<file path="src/rtl/conv_job_scheduler_if.sv">
// Scheduler bus: two-requester descriptor intake, coprocessor cfg/start/done, completion record.
// master = scheduler side, slave = system/coprocessor side.
interface conv_job_scheduler_if #(
  parameter int ADDR_W = 5,
  parameter int SIZE_W = 5,
  parameter int TAG_W  = 4
);
  localparam int DESC_W = 3*ADDR_W + 2*SIZE_W + TAG_W;

  logic [1:0]          req_valid;
  logic [1:0]          req_ready;
  logic [2*DESC_W-1:0] req_desc;
  logic [ADDR_W-1:0]   cfg_addrX;
  logic [ADDR_W-1:0]   cfg_addrY;
  logic [ADDR_W-1:0]   cfg_addrZ;
  logic [SIZE_W-1:0]   cfg_sizeX;
  logic [SIZE_W-1:0]   cfg_sizeY;
  logic                copro_start;
  logic                copro_busy;
  logic                copro_done;
  logic                copro_abort;
  logic                cmpl_valid;
  logic                cmpl_ready;
  logic [TAG_W-1:0]    cmpl_tag;
  logic                cmpl_src;
  logic [1:0]          cmpl_err;

  modport master (
    input  req_valid, req_desc, copro_busy, copro_done, cmpl_ready,
    output req_ready, cfg_addrX, cfg_addrY, cfg_addrZ, cfg_sizeX, cfg_sizeY,
           copro_start, copro_abort, cmpl_valid, cmpl_tag, cmpl_src, cmpl_err
  );

  modport slave (
    output req_valid, req_desc, copro_busy, copro_done, cmpl_ready,
    input  req_ready, cfg_addrX, cfg_addrY, cfg_addrZ, cfg_sizeX, cfg_sizeY,
           copro_start, copro_abort, cmpl_valid, cmpl_tag, cmpl_src, cmpl_err
  );
endinterface

</file>
<file path="src/rtl/conv_job_scheduler.sv">
// Round-robin job scheduler for the conv coprocessor: start 1 cycle after accept, completion 1 cycle after done;
// holds in START while copro busy and in CMPL until cmpl_ready. Watchdog abort under CONV_SCHED_TIMEOUT_EN.
module conv_job_scheduler #(
  parameter int ADDR_W         = 5,
  parameter int SIZE_W         = 5,
  parameter int TAG_W          = 4,
  parameter int TIMEOUT_CYCLES = 1024
) (
  input  logic                 clk,
  input  logic                 rstn,
  conv_job_scheduler_if.master bus,
  output logic                 sched_busy,
  output logic [15:0]          job_count
);
  localparam int DESC_W = 3*ADDR_W + 2*SIZE_W + TAG_W;

  typedef struct packed {
    logic [TAG_W-1:0]  tag;
    logic [SIZE_W-1:0] size_y;
    logic [SIZE_W-1:0] size_x;
    logic [ADDR_W-1:0] addr_z;
    logic [ADDR_W-1:0] addr_y;
    logic [ADDR_W-1:0] addr_x;
  } desc_t;

  typedef enum logic [1:0] {S_IDLE, S_START, S_WAIT, S_CMPL} state_t;

  state_t            r_state, w_nxt_state;
  logic              r_rr;
  logic              r_src;
  logic [TAG_W-1:0]  r_tag;
  logic [1:0]        r_err, w_nxt_err;
  logic [ADDR_W-1:0] r_addr_x, r_addr_y, r_addr_z;
  logic [SIZE_W-1:0] r_size_x, r_size_y;
  logic [15:0]       r_job_count;
  logic              w_gnt, w_gnt_vld, w_accept, w_cmpl_hs, w_timeout;
  desc_t             w_desc;

  always_comb begin
    w_gnt_vld = |bus.req_valid;
    case (bus.req_valid)
      2'b10:   w_gnt = 1'b1;
      2'b11:   w_gnt = r_rr;
      default: w_gnt = 1'b0;
    endcase
  end

  assign w_desc = w_gnt ? desc_t'(bus.req_desc[2*DESC_W-1:DESC_W])
                        : desc_t'(bus.req_desc[DESC_W-1:0]);

`ifdef CONV_SCHED_TIMEOUT_EN
  localparam int TO_W = $clog2(TIMEOUT_CYCLES + 1);
  logic [TO_W-1:0] r_to_cnt;

  // Cleared while in START so it reads zero on the first WAIT cycle.
  always_ff @(posedge clk or negedge rstn) begin
    if (!rstn)                  r_to_cnt <= '0;
    else if (r_state == S_START) r_to_cnt <= '0;
    else if (r_state == S_WAIT)  r_to_cnt <= r_to_cnt + 1'b1;
  end

  assign w_timeout = (r_state == S_WAIT) && !bus.copro_done &&
                     (r_to_cnt == TO_W'(TIMEOUT_CYCLES));
`else
  assign w_timeout = 1'b0;
`endif

  assign bus.copro_abort = w_timeout;

  always_comb begin
    w_nxt_state     = r_state;
    w_nxt_err       = r_err;
    w_accept        = 1'b0;
    w_cmpl_hs       = 1'b0;
    bus.copro_start = 1'b0;
    bus.req_ready   = 2'b00;
    case (r_state)
      S_IDLE: begin
        if (w_gnt_vld) begin
          bus.req_ready[w_gnt] = 1'b1;
          w_accept             = 1'b1;
          if (w_desc.size_x == '0 || w_desc.size_y == '0) begin
            w_nxt_state = S_CMPL;
            w_nxt_err   = 2'd1;
          end else begin
            w_nxt_state = S_START;
          end
        end
      end
      S_START: begin
        if (!bus.copro_busy) begin
          bus.copro_start = 1'b1;
          w_nxt_state     = S_WAIT;
        end
      end
      S_WAIT: begin
        if (bus.copro_done) begin
          w_nxt_state = S_CMPL;
          w_nxt_err   = 2'd0;
        end else if (w_timeout) begin
          w_nxt_state = S_CMPL;
          w_nxt_err   = 2'd2;
        end
      end
      S_CMPL: begin
        if (bus.cmpl_ready) begin
          w_cmpl_hs   = 1'b1;
          w_nxt_state = S_IDLE;
        end
      end
      default: w_nxt_state = S_IDLE;
    endcase
  end

  always_ff @(posedge clk or negedge rstn) begin
    if (!rstn) begin
      r_state     <= S_IDLE;
      r_rr        <= 1'b0;
      r_src       <= 1'b0;
      r_tag       <= '0;
      r_err       <= 2'd0;
      r_addr_x    <= '0;
      r_addr_y    <= '0;
      r_addr_z    <= '0;
      r_size_x    <= '0;
      r_size_y    <= '0;
      r_job_count <= '0;
    end else begin
      r_state <= w_nxt_state;
      r_err   <= w_nxt_err;
      if (w_accept) begin
        r_addr_x <= w_desc.addr_x;
        r_addr_y <= w_desc.addr_y;
        r_addr_z <= w_desc.addr_z;
        r_size_x <= w_desc.size_x;
        r_size_y <= w_desc.size_y;
        r_tag    <= w_desc.tag;
        r_src    <= w_gnt;
        r_rr     <= ~w_gnt;
      end
      if (w_cmpl_hs) r_job_count <= r_job_count + 16'd1;
    end
  end

  assign bus.cfg_addrX  = r_addr_x;
  assign bus.cfg_addrY  = r_addr_y;
  assign bus.cfg_addrZ  = r_addr_z;
  assign bus.cfg_sizeX  = r_size_x;
  assign bus.cfg_sizeY  = r_size_y;
  assign bus.cmpl_valid = (r_state == S_CMPL);
  assign bus.cmpl_tag   = r_tag;
  assign bus.cmpl_src   = r_src;
  assign bus.cmpl_err   = r_err;
  assign sched_busy     = (r_state != S_IDLE);
  assign job_count      = r_job_count;
endmodule
</file>
<file path="src/flat_wrapper.sv">
// flat-port wrapper written by rule: the top's interface ports become plain ports
module conv_job_scheduler_flat 
#(
  parameter int ADDR_W         = 5,
  parameter int SIZE_W         = 5,
  parameter int TAG_W          = 4,
  parameter int TIMEOUT_CYCLES = 1024
)
  (clk, rstn, sched_busy, job_count, bus_req_valid, bus_req_desc, bus_copro_busy, bus_copro_done, bus_cmpl_ready, bus_req_ready, bus_cfg_addrX, bus_cfg_addrY, bus_cfg_addrZ, bus_cfg_sizeX, bus_cfg_sizeY, bus_copro_start, bus_copro_abort, bus_cmpl_valid, bus_cmpl_tag, bus_cmpl_src, bus_cmpl_err);
  conv_job_scheduler_if #(.ADDR_W(ADDR_W), .SIZE_W(SIZE_W), .TAG_W(TAG_W)) bus_i ();
  input  logic clk;
  input  logic rstn;
  output logic sched_busy;
  output logic [15:0] job_count;
  input wire logic [$bits(bus_i.req_valid)-1:0] bus_req_valid;
  input wire logic [$bits(bus_i.req_desc)-1:0] bus_req_desc;
  input wire logic [$bits(bus_i.copro_busy)-1:0] bus_copro_busy;
  input wire logic [$bits(bus_i.copro_done)-1:0] bus_copro_done;
  input wire logic [$bits(bus_i.cmpl_ready)-1:0] bus_cmpl_ready;
  output wire logic [$bits(bus_i.req_ready)-1:0] bus_req_ready;
  output wire logic [$bits(bus_i.cfg_addrX)-1:0] bus_cfg_addrX;
  output wire logic [$bits(bus_i.cfg_addrY)-1:0] bus_cfg_addrY;
  output wire logic [$bits(bus_i.cfg_addrZ)-1:0] bus_cfg_addrZ;
  output wire logic [$bits(bus_i.cfg_sizeX)-1:0] bus_cfg_sizeX;
  output wire logic [$bits(bus_i.cfg_sizeY)-1:0] bus_cfg_sizeY;
  output wire logic [$bits(bus_i.copro_start)-1:0] bus_copro_start;
  output wire logic [$bits(bus_i.copro_abort)-1:0] bus_copro_abort;
  output wire logic [$bits(bus_i.cmpl_valid)-1:0] bus_cmpl_valid;
  output wire logic [$bits(bus_i.cmpl_tag)-1:0] bus_cmpl_tag;
  output wire logic [$bits(bus_i.cmpl_src)-1:0] bus_cmpl_src;
  output wire logic [$bits(bus_i.cmpl_err)-1:0] bus_cmpl_err;
  assign bus_i.req_valid = bus_req_valid;
  assign bus_i.req_desc = bus_req_desc;
  assign bus_i.copro_busy = bus_copro_busy;
  assign bus_i.copro_done = bus_copro_done;
  assign bus_i.cmpl_ready = bus_cmpl_ready;
  assign bus_req_ready = bus_i.req_ready;
  assign bus_cfg_addrX = bus_i.cfg_addrX;
  assign bus_cfg_addrY = bus_i.cfg_addrY;
  assign bus_cfg_addrZ = bus_i.cfg_addrZ;
  assign bus_cfg_sizeX = bus_i.cfg_sizeX;
  assign bus_cfg_sizeY = bus_i.cfg_sizeY;
  assign bus_copro_start = bus_i.copro_start;
  assign bus_copro_abort = bus_i.copro_abort;
  assign bus_cmpl_valid = bus_i.cmpl_valid;
  assign bus_cmpl_tag = bus_i.cmpl_tag;
  assign bus_cmpl_src = bus_i.cmpl_src;
  assign bus_cmpl_err = bus_i.cmpl_err;
  conv_job_scheduler #(.ADDR_W(ADDR_W), .SIZE_W(SIZE_W), .TAG_W(TAG_W), .TIMEOUT_CYCLES(TIMEOUT_CYCLES)) u_core (.clk(clk), .rstn(rstn), .bus(bus_i), .sched_busy(sched_busy), .job_count(job_count));
endmodule
</file>
<file path="config.mk">
export PLATFORM = sky130hd
export DESIGN_NAME = conv_job_scheduler_flat
export DESIGN_NICKNAME = d
export VERILOG_FILES = /design/src/rtl/conv_job_scheduler_if.sv /design/src/rtl/conv_job_scheduler.sv /design/src/flat_wrapper.sv
export SDC_FILE = /design/constraint.sdc
export NUM_CORES = 1
export LEC_CHECK = 0
export CORE_MARGIN = 8
export CORE_UTILIZATION = 44
export DETAILED_ROUTE_END_ITERATION = 6
export PLACE_DENSITY = 0.87
export SLEW_MARGIN = 20
export SYNTH_ARGS = -nofsm -noshare
export SYNTH_HDL_FRONTEND = slang
export SYNTH_SLANG_ARGS = --single-unit
</file>
<file path="constraint.sdc">
create_clock -name clk -period 5.2 [get_ports clk]
set_clock_uncertainty 0.15 [all_clocks]
set_input_delay 1.04 -clock clk [delete_from_list [all_inputs] [get_ports clk]]
set_output_delay 1.04 -clock clk [all_outputs]
set_load 0.1 [all_outputs]
</file>
[Word level (Yosys, flattened, before mapping)]
Index checks and enable logic that the tools add are counted.
Word-level totals
  flip-flop bits (word level): 51
  bits of input ports: 65
  output and inout port bits: 54
  word-level logic and storage cells: 57
Cells by class
  add/sub/neg operators: 1
  magnitude comparators: 2
  equal/unequal tests: 10
  multiplexer cells: 22
  bitwise gates (word level): 1
  reduce and logical (&&, ||, !) cells: 10
Operator list (number)
  2-to-1 mux 29 bit: 1
  2-to-1 mux 2 bit: 10
  adder 16 x 1 -> 16 bit (second input constant): 1
  logical NOT 5 bit: 2
  equality test 2 bit (second input constant): 4
  case mux 2 bit (4 select lines): 1
  AND reduction 4 bit: 2
  2-to-1 mux 1 bit: 7
  != test 2 bit (second input constant): 3
  != test 2 x 1 -> 1 bit (second input constant): 2
  case mux 2 bit (2 select lines): 1
  nonzero test 2 bit: 2
  equality test 2 x 1 -> 1 bit (second input constant): 1
  logical NOT 2 bit: 1
  < comparator 1 x 2 -> 1 bit (second input constant): 1
  case mux 1 bit (2 select lines): 1
  OR reduction 2 bit: 1
  demux 1 bit (select 1 bit): 1
  greater-or-equal comparator 1 bit (second input constant): 1
  logical AND 1 bit: 1
  logical OR 1 bit: 1
  inverter 1 bit: 1

[Logic depth before layout (Yosys ltp)]
  depth after elaboration: 8
  gate-level depth with buffers: 7
  depth with buffers taken out: 7

[Worst setup path before layout]
No wires, ideal clock.
  kind: input to output
  start point: in bus_req_valid[0]
  end point: out bus_req_ready[1]
  arrival time: 2.851 ns
  data required time: 4.010 ns
  setup slack: 1.159 ns
  stages on the path: 5
  buffers on the path: 2
  cell sequence: inv_1 > o21ai_1 > buf_4 > buf_6 > nor2_1
On the way
  word-level cells in the longest chain between the ends: 8
  elaborated cells between the ends (all ways): 11
  classes of those cells: 2 x order compare; 2 x eq/ne; 5 x mux; 2 x reduce/logical
RTL lines
  start: declaration: RTL line flat_wrapper.sv:15  | input wire logic [$bits(bus_i.req_valid)-1:0] bus_req_valid;
  equality test 2 bit: RTL line conv_job_scheduler.sv:41  | case (bus.req_valid)
  case mux 1 bit (2 select lines): RTL line conv_job_scheduler.sv:41
  < comparator 1 x 2 -> 1 bit (implied by the code) / greater-or-equal comparator 1 bit (equally long branches): RTL line conv_job_scheduler.sv:80  | bus.req_ready[w_gnt] = 1'b1;
  logical AND 1 bit (implied by the code): RTL line conv_job_scheduler.sv:80
  2-to-1 mux 1 bit (implied by the code): RTL line conv_job_scheduler.sv:80
  demux 1 bit (select 1 bit)
  2-to-1 mux 2 bit *: RTL line conv_job_scheduler.sv:79  | if (w_gnt_vld) begin
  2-to-1 mux 2 bit *: RTL line conv_job_scheduler.sv:77  | case (r_state)
  end: declaration: RTL line flat_wrapper.sv:20  | output wire logic [$bits(bus_i.req_ready)-1:0] bus_req_ready;
Every way passes the cells marked *; elsewhere a longest branch is shown, timed or not.

[Worst setup path in the final report]
  start point: reg u_core.r_state[0]
  end point: out sched_busy
On the way
  word-level cells in the longest chain between the ends: 1
RTL lines
  start: declaration: RTL line conv_job_scheduler.sv:28  | state_t r_state, w_nxt_state;
  start signal: assignment: RTL line conv_job_scheduler.sv:129  | r_state <= w_nxt_state;
  nonzero test 2 bit: RTL line conv_job_scheduler.sv:154  | assign sched_busy = (r_state != S_IDLE);
  end: declaration: RTL line flat_wrapper.sv:13  | output logic sched_busy;
No other way between the ends.

==> impl_metrics.json <==
{
  "status": "finished clean",
  "placed_cells": 410,
  "drive_gt1_share_pct": 6.94,
  "clkSinkCount": 50,
  "slew_violations": 0,
  "crit_required_ns": 4.01,
  "die_x_microns": 90.1,
  "syn_to_final_growth_pct": 54.0,
  "crit_top_cell": "inv_1",
  "fin_crit_sh_pct": 73.3,
  "synthTopCellsByCount": "50 x dfrtp_1, 37 x nand2_1, 21 x mux2i_1, 21 x o21ai_0, 12 x o21ai_1",
  "wl_microns": 6540,
  "avgRoutedWirePerCell_microns": 15.7,
  "synth_top_cell_by_area": "dfrtp_1",
  "instances_no_fill": 418,
  "grt-ovfl-total": 0,
  "rsz0062_at_grt": "no",
  "end_kind": "primary output",
  "htree_levels": 2,
  "rrSetupSlack_ns": 3.31,
  "cts-hold-fix-buffers": 0,
  "syn_inst": 230,
  "synth.distinct_cells": 37,
  "busiest_layer": "met2",
  "clk_pin_slew_ns": 0.09,
  "met2_usage_pct": 27.1,
  "path_class": "flip-flop to primary output",
  "fin_tns_setup_ns": 0,
  "synth_most_common_cell": "dfrtp_1",
  "grtUsageMet1_pct": 19.3,
  "num_antenna_cells": 0,
  "ys_seq_area_share_pct": 51.8,
  "core_sq_mm": 0.00541,
  "cts_root_buffer": "clkbuf_8",
  "grt_start_max_net_pins": 52,
  "start_util_pct": 44.7,
  "port_buffers": 116,
  "async_flop_share_pct": 100,
  "n_fill_cell": 419,
  "ys_seq_elements": 50,
  "critPathMaxFanout": 12,
  "die_h_microns": 90.1,
  "cts_tree": "yes",
  "ios": 119,
  "post-route-min-period_ns": 3.81,
  "yosysWarnings": 0,
  "synthFlopType": "dfrtp_1",
  "worstHoldPathType": "flip-flop to flip-flop",
  "drv_cap": 0,
  "cp-start-kind": "flip-flop",
  "use_met3_pct": 6.65,
  "slew_headroom_pct": 31.3,
  "setup-violations-final": 0,
  "avgViaCountPerCell": 5.07,
  "die_area_sq_mm": 0.00812,
  "worstSkewPairLatency_ns": 0.30,
  "cts_buffers": 5,
  "max_stage_delay_ns": 1.21,
  "grt_pass1_wl_microns": 11100,
  "hold_slack_ns": 0.335,
  "grt_usage_pct": 16.3,
  "cp_data_arrival_time_ns": 2.62,
  "synth_edf_count": 0,
  "crit_slowest_cell": "clkdlybuf4s50_1",
  "max_freq_mhz": 262,
  "cts_setup_buffers": 0,
  "path_cells": "inv_1 > ha_1 > inv_1 > clkdlybuf4s50_1",
  "dr.pass1.iters": 4,
  "hold_viol": 0,
  "worst_pin_slew_ns": 1.03,
  "synth.top_cell.area_share_pct": 51.8,
  "drc": 0,
  "ctsResizeCount": 0,
  "synth.avg_cell_area_sq_um": 10.5,
  "clockBufferDepth": 2,
  "row_count": 27,
  "finalWeightedCongestion": 0.756,
  "drt_iter0_markers": 40,
  "first_global_vias": 2262,
  "ys_top_cells_by_area": "dfrtp_1 52%, mux2i_1 8.7%, nand2_1 5.7%",
  "final_antenna_net_count": 0,
  "antenna_found_initial": 0,
  "hpwl_microns": 5250,
  "vias": 2119,
  "syn_area_sq_mm": 0.00242,
  "final_net_count": 415,
  "postLayoutCoreUtil_pct": 68.8
}
cells in the final DEF, fill, tap and decap left out, drive strengths merged, types with 2 or more instances in the layout:
cell	count
clkdlybuf4s50	112
nand2	37
and3	3
buf	6
a21oi	3
o22ai	3
inv	7
nor2	6
dfrtp	50
mux2i	21
ha	5
or4	4
o21ai	33
clkbuf	7
nand4	2
mux2	2
xor2	4
nor2b	2
xnor2	11
conb	2
a22oi	10
nand3	7
registers in the layout (all words and copies together) (netlist names):
signal	flops
u_core.bus.cfg_addrX	5
u_core.bus.cfg_addrY	5
u_core.bus.cfg_addrZ	5
u_core.bus.cfg_sizeX	5
u_core.bus.cfg_sizeY	5
u_core.bus.cmpl_err	1
u_core.bus.cmpl_src	1
u_core.bus.cmpl_tag	4
u_core.job_count	16
u_core.r_rr	1
u_core.r_state	2
path summary, 6_finish.rpt:
check                      cells past startpoint                    start                 endpoint
max in group asynchronous                      1                     rstn     u_core.job_count[13]
setup reg to reg                               6        u_core.r_state[1]     u_core.job_count[15]
setup / recovery                               4        u_core.r_state[0]               sched_busy
hold / removal                                 2  u_core.bus.cfg_sizeX[4]  u_core.bus.cfg_sizeX[4]
min in group asynchronous                      1                     rstn      u_core.job_count[7]
hold reg to reg                                2  u_core.bus.cfg_sizeX[4]  u_core.bus.cfg_sizeX[4]
logic make-up after synthesis:
group,count (synthesis),share of synthesized area [%]
AOI/OAI and AO/OA,53,13.8
adders and majority gates,5,2.59
other,1,0.155
muxes,23,9.63
and+or+nand+nor,65,12.9
DFF,50,51.8
buffers and inverters,18,3.62
xor gates and xnor gates,15,5.44
area by class of cell:
| cell class | instances | area, sq um | share of cell area (%) |
|---|---|---|---|
| clock buffer | 7 | 86.3 | 2.32 |
| multi-input combinational | 163 | 1100 | 29.5 |
| clock inverter | 1 | 5.00 | 0.134 |
| inverter | 7 | 26.3 | 0.706 |
| sequential | 50 | 1250 | 33.6 |
| tap | 72 | 90.1 | 2.42 |
| timing repair buffer | 118 | 1170 | 31.3 |
through the flow:
step	instance area (sq um)	worst slack (ns)
after global routing	3720	1.23
after global placement	3630	1.46
after detailed placement	3630	1.40
after CTS	3720	1.39
final	3720	1.39
after floorplan	2420	1.16
layer usage:
layer	vias to the layer above	routed length (microns)
met5	-	0
met4	0	64
met3	8	520
met2	74	3200
met1	1009	2760
li1	1028	-
worst max-delay path: cells and delay by family (launching register included):
kind,cells,cell delay [ns]
adders and majority gates,1,0.32
buffers and inverters,3,1.61
DFF,1,0.39
Power is left out: the tool's default activity adds up to more than one toggle a clock period on the data nets, which glitch-free logic cannot reach.
